`src/rtl/pkt_det_pkg.sv`:
```
// Shared types and defaults for the packet-detector delay buffer.
// Latency: n/a (types and constants only).
// Backpressure: n/a.
package pkt_det_pkg;

    localparam int DATA_W_DEF  = 8;
    localparam int LAG_DEF     = 16;
    localparam int OUT_DLY_DEF = 48;

    // Pointer width for a buffer of the given depth; never narrower than one bit.
    function automatic int ptr_width(input int depth);
        return (depth > 1) ? $clog2(depth) : 1;
    endfunction

    localparam int PTR_W_DEF = $clog2(LAG_DEF + OUT_DLY_DEF);

    typedef enum logic [1:0] {
        ST_EMPTY   = 2'd0,
        ST_FILLING = 2'd1,
        ST_FULL    = 2'd2,
        ST_STREAM  = 2'd3
    } state_e;

endpackage

```
`src/rtl/cplx_delay_ram.sv`:
```
// Circular sample store: one synchronous write port, two asynchronous read ports.
// Latency: reads are combinational and return the contents before a same-cycle write.
// Backpressure: none; writes are accepted on every cycle with we high.
// Ports: Clk, we/waddr/wdata write port; raddr_b/rdata_b and raddr_o/rdata_o read ports.
module cplx_delay_ram
    import pkt_det_pkg::*;
#(
    parameter int WIDTH  = 2 * DATA_W_DEF,
    parameter int DEPTH  = LAG_DEF + OUT_DLY_DEF,
    parameter int ADDR_W = PTR_W_DEF
) (
    input  logic              Clk,
    input  logic              we,
    input  logic [ADDR_W-1:0] waddr,
    input  logic [WIDTH-1:0]  wdata,
    input  logic [ADDR_W-1:0] raddr_b,
    output logic [WIDTH-1:0]  rdata_b,
    input  logic [ADDR_W-1:0] raddr_o,
    output logic [WIDTH-1:0]  rdata_o
);

    // No reset: entry validity is tracked by the fill count in the parent.
    logic [WIDTH-1:0] mem_q [DEPTH];

    always_ff @(posedge Clk) begin
        if (we) begin
            mem_q[waddr] <= wdata;
        end
    end

    assign rdata_b = mem_q[raddr_b];
    assign rdata_o = mem_q[raddr_o];

endmodule

```
`src/rtl/pkt_det_delay_buffer.sv`:
```
// Delay buffer feeding a lag-LAG autocorrelator and a DEPTH-delayed output stream.
// Latency: taps and output register 2 cycles after InputEnable; delays counted in enables.
// Backpressure: none; every enabled sample is consumed, idle cycles freeze all state.
// Ports: Clk, Rst_n (async, active-low), Clear (sync flush), InputEnable/DataIn* in;
//        Buffer_Enable/DataA*/DataB*/BValid taps; FrameFinded in; OutputEnable/DataOut*/OutStart.
module pkt_det_delay_buffer
    import pkt_det_pkg::*;
#(
    parameter int DATA_W  = DATA_W_DEF,
    parameter int LAG     = LAG_DEF,
    parameter int OUT_DLY = OUT_DLY_DEF
) (
    input  logic              Clk,
    input  logic              Rst_n,
    input  logic              Clear,
    input  logic              InputEnable,
    input  logic [DATA_W-1:0] DataInRe,
    input  logic [DATA_W-1:0] DataInIm,
    output logic              Buffer_Enable,
    output logic [DATA_W-1:0] DataARe,
    output logic [DATA_W-1:0] DataAIm,
    output logic [DATA_W-1:0] DataBRe,
    output logic [DATA_W-1:0] DataBIm,
    output logic              BValid,
    input  logic              FrameFinded,
    output logic              OutputEnable,
    output logic [DATA_W-1:0] DataOutRe,
    output logic [DATA_W-1:0] DataOutIm,
    output logic              OutStart
);

    localparam int DEPTH   = LAG + OUT_DLY;
    localparam int PTR_W   = ptr_width(DEPTH);
    localparam int FILL_W  = $clog2(DEPTH + 1);
    localparam int ENTRY_W = 2 * DATA_W;

    localparam logic [FILL_W-1:0] FILL_FULL = FILL_W'(DEPTH);
    localparam logic [FILL_W-1:0] FILL_LAG  = FILL_W'(LAG);
    localparam logic [PTR_W-1:0]  PTR_LAST  = PTR_W'(DEPTH - 1);
    localparam logic [PTR_W:0]    PTR_DEPTH = (PTR_W + 1)'(DEPTH);
    localparam logic [PTR_W:0]    B_OFFSET  = (PTR_W + 1)'(DEPTH - LAG);

    state_e              state_q, state_d;
    logic                en0_q, en0_d;
    logic [DATA_W-1:0]   re0_q, re0_d, im0_q, im0_d;
    logic [PTR_W-1:0]    wptr_q, wptr_d;
    logic [FILL_W-1:0]   fill_q, fill_d;
    logic                armed_q, armed_d;

    logic                buf_en_q, buf_en_d;
    logic [DATA_W-1:0]   a_re_q, a_re_d, a_im_q, a_im_d;
    logic [DATA_W-1:0]   b_re_q, b_re_d, b_im_q, b_im_d;
    logic                bvalid_q, bvalid_d;
    logic                out_en_q, out_en_d;
    logic [DATA_W-1:0]   out_re_q, out_re_d, out_im_q, out_im_d;
    logic                out_start_q, out_start_d;

    logic                wr_en;
    logic                out_path_en;
    logic [PTR_W:0]      b_sum;
    logic [PTR_W-1:0]    b_addr;
    logic [ENTRY_W-1:0]  rd_b, rd_out;

    // Clear discards the sample sitting in stage 0 as well as everything stored.
    assign wr_en = en0_q & ~Clear;

    // (wptr - LAG) mod DEPTH, computed as wptr + (DEPTH - LAG) to stay non-negative.
    assign b_sum  = {1'b0, wptr_q} + B_OFFSET;
    assign b_addr = (b_sum >= PTR_DEPTH) ? PTR_W'(b_sum - PTR_DEPTH) : PTR_W'(b_sum);

    cplx_delay_ram #(
        .WIDTH  (ENTRY_W),
        .DEPTH  (DEPTH),
        .ADDR_W (PTR_W)
    ) u_ram (
        .Clk     (Clk),
        .we      (wr_en),
        .waddr   (wptr_q),
        .wdata   ({re0_q, im0_q}),
        .raddr_b (b_addr),
        .rdata_b (rd_b),
        .raddr_o (wptr_q),   // oldest entry once the buffer is full
        .rdata_o (rd_out)
    );

    // ---------------- FSM: state register ----------------
    always_ff @(posedge Clk or negedge Rst_n) begin
        if (!Rst_n) begin
            state_q <= ST_EMPTY;
        end else begin
            state_q <= state_d;
        end
    end

    // ---------------- FSM: next state ----------------
    // FULL/STREAM follow FrameFinded directly so a falling FrameFinded during
    // an input gap cannot leave the output path open.
    always_comb begin
        state_d = state_q;
        if (Clear) begin
            state_d = ST_EMPTY;
        end else begin
            case (state_q)
                ST_EMPTY:   if (wr_en) state_d = ST_FILLING;
                ST_FILLING: if (wr_en && fill_d == FILL_FULL) state_d = ST_FULL;
                ST_FULL:    if (FrameFinded) state_d = ST_STREAM;
                ST_STREAM:  if (!FrameFinded) state_d = ST_FULL;
                default:    state_d = ST_EMPTY;
            endcase
        end
    end

    // ---------------- FSM: outputs ----------------
    always_comb begin
        out_path_en = 1'b0;
        case (state_q)
            ST_STREAM: out_path_en = 1'b1;
            ST_FULL:   out_path_en = FrameFinded;
            default:   out_path_en = 1'b0;
        endcase
    end

    // ---------------- stage 0, pointer and fill ----------------
    always_comb begin
        en0_d  = InputEnable & ~Clear;
        re0_d  = en0_d ? DataInRe : '0;
        im0_d  = en0_d ? DataInIm : '0;
        wptr_d = wptr_q;
        fill_d = fill_q;
        if (Clear) begin
            wptr_d = '0;
            fill_d = '0;
        end else if (wr_en) begin
            wptr_d = (wptr_q == PTR_LAST) ? '0 : wptr_q + 1'b1;
            if (fill_q != FILL_FULL) begin
                fill_d = fill_q + 1'b1;
            end
        end
    end

    // ---------------- tap and output registers ----------------
    always_comb begin
        buf_en_d    = 1'b0;
        a_re_d      = '0;
        a_im_d      = '0;
        b_re_d      = '0;
        b_im_d      = '0;
        bvalid_d    = 1'b0;
        out_en_d    = 1'b0;
        out_re_d    = '0;
        out_im_d    = '0;
        out_start_d = 1'b0;
        if (wr_en) begin
            buf_en_d = 1'b1;
            a_re_d   = re0_q;
            a_im_d   = im0_q;
            // B only carries real history once LAG samples precede this one.
            if (fill_q >= FILL_LAG) begin
                bvalid_d         = 1'b1;
                {b_re_d, b_im_d} = rd_b;
            end
            if (out_path_en) begin
                out_en_d             = 1'b1;
                {out_re_d, out_im_d} = rd_out;
                out_start_d          = armed_q;
            end
        end
        // OutStart re-arms whenever the frame indication drops or the buffer is flushed.
        armed_d = armed_q;
        if (Clear || !FrameFinded) begin
            armed_d = 1'b1;
        end else if (out_en_d) begin
            armed_d = 1'b0;
        end
    end

    always_ff @(posedge Clk or negedge Rst_n) begin
        if (!Rst_n) begin
            en0_q       <= 1'b0;
            re0_q       <= '0;
            im0_q       <= '0;
            wptr_q      <= '0;
            fill_q      <= '0;
            armed_q     <= 1'b1;
            buf_en_q    <= 1'b0;
            a_re_q      <= '0;
            a_im_q      <= '0;
            b_re_q      <= '0;
            b_im_q      <= '0;
            bvalid_q    <= 1'b0;
            out_en_q    <= 1'b0;
            out_re_q    <= '0;
            out_im_q    <= '0;
            out_start_q <= 1'b0;
        end else begin
            en0_q       <= en0_d;
            re0_q       <= re0_d;
            im0_q       <= im0_d;
            wptr_q      <= wptr_d;
            fill_q      <= fill_d;
            armed_q     <= armed_d;
            buf_en_q    <= buf_en_d;
            a_re_q      <= a_re_d;
            a_im_q      <= a_im_d;
            b_re_q      <= b_re_d;
            b_im_q      <= b_im_d;
            bvalid_q    <= bvalid_d;
            out_en_q    <= out_en_d;
            out_re_q    <= out_re_d;
            out_im_q    <= out_im_d;
            out_start_q <= out_start_d;
        end
    end

    assign Buffer_Enable = buf_en_q;
    assign DataARe       = a_re_q;
    assign DataAIm       = a_im_q;
    assign DataBRe       = b_re_q;
    assign DataBIm       = b_im_q;
    assign BValid        = bvalid_q;
    assign OutputEnable  = out_en_q;
    assign DataOutRe     = out_re_q;
    assign DataOutIm     = out_im_q;
    assign OutStart      = out_start_q;

endmodule

```
`config.mk`:
```
export PLATFORM = sky130hd
export DESIGN_NAME = pkt_det_delay_buffer
export DESIGN_NICKNAME = d
export VERILOG_FILES = /design/src/rtl/pkt_det_pkg.sv /design/src/rtl/cplx_delay_ram.sv /design/src/rtl/pkt_det_delay_buffer.sv
export SDC_FILE = /design/constraint.sdc
export NUM_CORES = 1
export LEC_CHECK = 0
export BUFFER_PORTS_ARGS = -buffer_cell sky130_fd_sc_hd__buf_4
export CORE_MARGIN = 3
export CORE_UTILIZATION = 25
export DETAILED_ROUTE_END_ITERATION = 6
export MAX_ROUTING_LAYER = met4
export PLACE_DENSITY = 0.44
export SETUP_SLACK_MARGIN = 0.5
export SKIP_CTS_REPAIR_TIMING = 1
export SLEW_MARGIN = 20
export SYNTH_ARGS = -nofsm -noshare
export SYNTH_HDL_FRONTEND = slang
export SYNTH_SLANG_ARGS = --single-unit
```
`constraint.sdc`:
```
create_clock -name Clk -period 4.9 [get_ports Clk]
set_clock_uncertainty 0.1 [all_clocks]
set_input_delay 0.245 -clock Clk [delete_from_list [all_inputs] [get_ports Clk]]
set_output_delay 0.245 -clock Clk [all_outputs]
set_load 0.05 [all_outputs]
```
After elaboration in Yosys (flattened, before gate mapping):

Memories as Yosys holds them, arrays and structs flattened.
Cells that the tools add are included.

* register bits after elaboration: 85
* memory bits (writable): 1024
* input bits: 21
* output and inout port bits: 52
* word-level logic and storage cells: 80
* memories: 1

* add/subtract/negate cells: 4
* magnitude comparators: 2
* eq/ne operators: 10
* mux-type cells: 36
* bitwise logic cells: 3
* reductions and logical operators: 7

Memories
* u_ram.mem_q: words 64, bits a word 16, rd ports 2, clocked after Yosys merged registers in 0, wr ports 1, line cplx_delay_ram.sv:23 `logic [WIDTH-1:0] mem_q [DEPTH];`

Operators by type and width (number)
* 2-to-1 mux 8 bit: 12
* 2-to-1 mux 6 bit: 4
* 2-to-1 mux 7 bit: 3
* != test 3 bit (second input constant): 4
* 2-to-1 mux 1 bit: 10
* 2-to-1 mux 2 bit: 5
* one-hot mux 2 bit (4 select lines): 1
* adder 6 x 6 -> 7 bit (second input constant): 1
* adder 7 x 1 -> 7 bit (second input constant): 1
* == test 7 bit (second input constant): 1
* >= comparator 7 x 5 -> 1 bit (second input constant): 1
* >= comparator 7 bit (second input constant): 1
* != test 7 bit (second input constant): 1
* adder 6 x 1 -> 6 bit (second input constant): 1
* == test 6 bit (second input constant): 1
* subtractor 6 x 1 -> 6 bit (second input constant): 1
* == test 2 bit (second input constant): 2
* AND reduction 4 bit: 1
* nonzero test 2 bit: 2
* AND 1 bit: 2
* == test 2 x 1 -> 1 bit (second input constant): 1
* zero test 2 bit: 1
* one-hot mux 1 bit (2 select lines): 1
* logical AND 1 bit: 1
* 3 further kinds: 3

Logic depth before layout (Yosys ltp):

* depth in word-level cells: 9
* mapped depth: 11
* mapped depth without buffers: 8

Modules after synthesis:

From an unflattened synthesis, not the netlist that was laid out.

* cells, all modules: 2788
* area, all modules: 51297.9 µm²

By module, submodules not included
* cplx_delay_ram: times used 1, cells each 2550, area an instance 48196.2 µm², sequential area each 30749.5 µm²
* pkt_det_delay_buffer: times used 1, cells each 238, area an instance 3101.7 µm², sequential area each 2128.3 µm²

Least setup slack after synthesis:

Ideal clock, no wire load.

* path type: register to register
* from: register wptr_q[3]
* to: memory u_ram.mem_q[10][0] in the netlist's numbering (enable)
* setup time: 0.389 ns
* arrival time: 2.318 ns
* required time: 4.411 ns
* slack: 2.094 ns
* cell stages (with the launch flop): 7
* buffers on the path: 4
* clock period less this slack: 2.806 ns
* cell sequence: dfrtp_1 -> clkbuf_1 -> clkbuf_1 -> buf_2 -> buf_1 -> nand3_1 -> nor2_1

RTL lines
* from (decl): line pkt_det_delay_buffer.sv:46 `logic [PTR_W-1:0] wptr_q, wptr_d;`
* from (signal assigned): line pkt_det_delay_buffer.sv:199 `wptr_q <= wptr_d;`
* to (decl): line cplx_delay_ram.sv:23

Straight into the memory's write port.

Worst setup path in the final report:

* from: register wptr_q[2]
* to: register b_re_q[4] (netlist: DataBRe[4])

* longest elaborated chain between the ends: 6
* elaborated cells on any way between the ends: 7
* those cells by class: 2 x add/sub; 1 x order compare; 3 x mux; 1 x memory

RTL lines
* adder 6 x 6 -> 7 bit *: line pkt_det_delay_buffer.sv:68 `assign b_sum = {1'b0, wptr_q} + B_OFFSET;`
* subtractor 6 x 1 -> 6 bit / >= comparator 7 bit (equally long branches): line pkt_det_delay_buffer.sv:69 `assign b_addr = (b_sum >= PTR_DEPTH) ? PTR_W'(b_sum - PTR_DEPTH) : PTR_W'(b_sum);`
* 2-to-1 mux 6 bit *: line pkt_det_delay_buffer.sv:69
* memory read (64 x 16 bit) *
* 2-to-1 mux 8 bit *: line pkt_det_delay_buffer.sv:158 `if (fill_q >= FILL_LAG) begin`
* 2-to-1 mux 8 bit *: line pkt_det_delay_buffer.sv:153 `if (wr_en) begin`
* net b_re_d[4]: line pkt_det_delay_buffer.sv:52 `logic [DATA_W-1:0] b_re_q, b_re_d, b_im_q, b_im_d;`
* to (signal assigned): line pkt_det_delay_buffer.sv:205 `b_re_q <= b_re_d;`
* to (decl): line pkt_det_delay_buffer.sv:52

The timed path passes the listed nets; every way through them passes the cells marked *.
A chain may end at the register's enable or synchronous reset.

==> results.md <==
* CTS buffer count at 121
* Worst hold-check path type: input port to flop
* WHS Endpoint: re0_q[1]$_DFF_PN0_
* Top-count cell post-synth: edfxtp_1
* Final setup fails at 0
* Number of global-route vias before repair at ~25k
* DRC viols at 0
* Synthesized area per cell at 17.00 sq um
* Ys async rst share at under 10%
* YS warnings at 0
* Area Growth Syn to Fin at 18.68%
* Row count at 152
* RR Startpoint: wptr_q[2]$_DFFE_PN0P_
* Via Count at 25.48k
* Post-synth top area cell: edfxtp_1
* CTS max path bufs at 3
* Largest net degree at the start of global routing at 88
* First-pass GRT wire length at 213.0 mm
* Pwr Density at 390.1 nW/um^2
* GPL Wtd Cong at 0.9217
* Clk sink count at 1109
* Fin crit period at around 4 ns
* Final hold vios at 0
* Worst hold start: DataInRe[1]
* DR vias/cell at 4.920
* Period utilization at about four fifths
* Post-synth top area share at 70.69%
* Cell area after synthesis at roughly 43000 sq um
* Reg2Reg Depth at 7
* Io pins at 73
* Setup_tns at 0 ns
* CTS tree: built
* Overall power at 20.14 mW
* P_leak at approximately 17 nW
* Synth area leaders: edfxtp_1 71%, dfrtp_1 4.8%, mux2i_1 2.8%
* Share of layout cells above drive strength 1 at a little under a quarter
* Worst skew pair latency at approximately 0.73 ns
* Max_slew headroom at approximately 31%
* Final ANT Viol Nets at 0
* GR Overflow Total at 0
* Cell count after synthesis at 2559
* Post-synth EDFFs at 1024
* Hold Crit Depth at 3
* Worst R2R End: DataBRe[4]$_DFF_PN0_
* Synth unique cells at 85
* Fin nets at 2790
* Critical path capture point type: flop
* Mapped Nets at 2587
* Top_reg_cell synth: edfxtp_1
* Worst slew pin tran at 1.038 ns
* Synthesized flop and latch total at around 1.1k
* WP data required at ~5.4 ns
* Total track usage at roughly 17%
* HPWL after DPL at between 90 and 100 mm
* Worst-path clk slew at 0.06 ns
* DIE AREA at 179000 sq um
* Core Area at 172300 sq um
* IO buf count at 72
* Max_cap viols at 0
* Most common library cells after synthesis: 1024 x edfxtp_1, 164 x nor2_1, 120 x mux2i_1
* Setup WS post-layout at 0.9040 ns
* Post-layout util at 29.96%
* Worst vdd ir at 0.0002830 V
* Horiz. Die Dim at 423.1 um
* Final Max Slew Viols at 0
* Critical path type: flop to flop
* DP Worst Slack at 0.9151 ns
* Max Clock Freq at 0.2503 GHz
* RSZ-0062 raised after global routing: no
* Total wire length at 154.2 mm
* Router iterations before antenna repair at 6
* WL/cell at 29.78 um
* Antenna violations before repair at 4
* Type of origin of the critical path: flop
* Initial core utilization at 25.25%
* Clock root buffer: clkbuf_16
* Flop2flop setup slack at 0.90 ns
* CP max FO at 69
* H-tree depth at 3
* WP data arrival at approximately 4.5 ns
* Status: complete, no violations
* Initial drt markers at roughly 2.6k
* Sequential share of the synthesized area at approximately three quarters
* Height of the chip at 423.1 um
[stage by stage]
step / instances / hold WS (ns) / cell area [sq um]
6_report: 5178 / 0.1868 / 51630
5_1_grt: 5175 / 0.1815 / 51620
4_1_cts: 5152 / -0.6756 / 51370
3_5_place_dp: 4926 / 0.1211 / 47520
3_3_place_gp: 4926 / 0.1174 / 47500
2_1_floorplan: 2559 / -0.1506 / 43500
[logic make-up after synthesis]
| family | count (synthesis) | share of synthesized area, % |
|---|---|---|
| AOI/OAI and AO/OA | 584 | 9.987 |
| buffers and inverters | 183 | 2.284 |
| xor gates and xnor gates | 7 | 0.1409 |
| muxes | 272 | 7.645 |
| DFF | 1109 | 75.58 |
| adders and majority gates | 7 | 0.2013 |
| and+or+nand+nor | 397 | 4.159 |
[sequential cells by signal, indices dropped and copies added (netlist names), 6 cells and up]
name,flops
DataAIm,8
DataARe,8
DataBIm,8
DataBRe,8
DataOutIm,8
DataOutRe,8
fill_q,7
im0_q,8
re0_q,8
u_ram.mem_q,1024
wptr_q,6
[worst max-delay path by stage]
| stage | slack [ns] | start | depth (start not counted) | end |
|---|---|---|---|---|
| finish | 0.90 | wptr_q[2]$_DFFE_PN0P_ | 7 | DataBRe[4]$_DFF_PN0_ |
| global route | 0.85 | wptr_q[2]$_DFFE_PN0P_ | 7 | DataOutRe[4]$_DFF_PN0_ |
| CTS | 0.94 | wptr_q[2]$_DFFE_PN0P_ | 7 | DataOutRe[4]$_DFF_PN0_ |
| detailed placement | 0.92 | wptr_q[2]$_DFFE_PN0P_ | 7 | DataOutRe[4]$_DFF_PN0_ |
| global placement | 0.97 | wptr_q[2]$_DFFE_PN0P_ | 7 | DataOutRe[4]$_DFF_PN0_ |
| floorplan | 2.09 | wptr_q[3]$_DFFE_PN0P_ | 6 | u_ram.mem_q[10][0]$_DFFE_PP_ |
[power by group]
part / switching [mW] / internal [mW] / total [mW] / leakage [nW]
combinational: 0.565 / 0.215 / 0.781 / 4.09
clock: 3.81 / 5.17 / 8.98 / 1.87
sequential: 0.0582 / 10.3 / 10.4 / 10.5
total: 4.43 / 15.7 / 20.1 / 16.5
[area by class of cell]
cell class / count / area, sq um
diodes: 3 / 7.507
fillers: 17120 / 120700
inverters: 15 / 58.81
clock inverters: 66 / 596.8
flip-flops and latches: 1109 / 32910
well taps: 2310 / 2890
multi-input cells: 1267 / 9836
clock buffers: 160 / 3258
repair buffers: 248 / 2067
[layout by cell type (no fill, tap or decap), types with 8 or more instances in the layout]
cell type,synthesis,routed
buf_4,24,214
bufinv_16,0,10
o22ai_1,20,20
o21ai_0,64,64
a211oi_1,8,8
a221oi_1,77,77
nand2_1,112,112
clkbuf_1,50,34
inv_1,13,11
a22oi_1,112,112
mux4_2,36,36
nor2_2,2,42
o211ai_1,11,11
mux2i_1,120,120
mux2_1,15,15
buf_12,0,12
a22o_1,10,10
nor2_1,164,119
dlygate4sd3_1,0,22
dfrtp_1,84,64
o2bb2ai_1,17,17
clkbuf_16,0,124
a21oi_1,103,103
clkinv_2,0,24
edfxtp_1,1024,1024
o221ai_1,40,40
o221a_2,9,9
mux2_2,99,99
and2_1,41,40
nand3_1,15,15
o22a_1,8,8
a221o_1,27,27
clkinv_1,0,22
dfrtp_2,0,16
a31oi_1,14,14
[layer usage]
metal | track usage [%] | wire, um | up-vias
met3 | 2.262 | 8316 | 242
met5 | - | 0 | -
li1 | - | - | 10690
met4 | 6.306 | 5843 | 0
met1 | 22.53 | 66070 | 13640
met2 | 27.72 | 73970 | 906
[critical path, cell delays in order, from the launching register on]
cell and delay, ns:
dfrtp_4 0.64, buf_12 0.31, buf_12 0.40, nand2b_1 0.62, o21ai_0 0.18, a2111oi_0 0.87
a21oi_1 0.23, a221o_1 0.40
No activity file was read; power rests on OpenSTA's default activity.
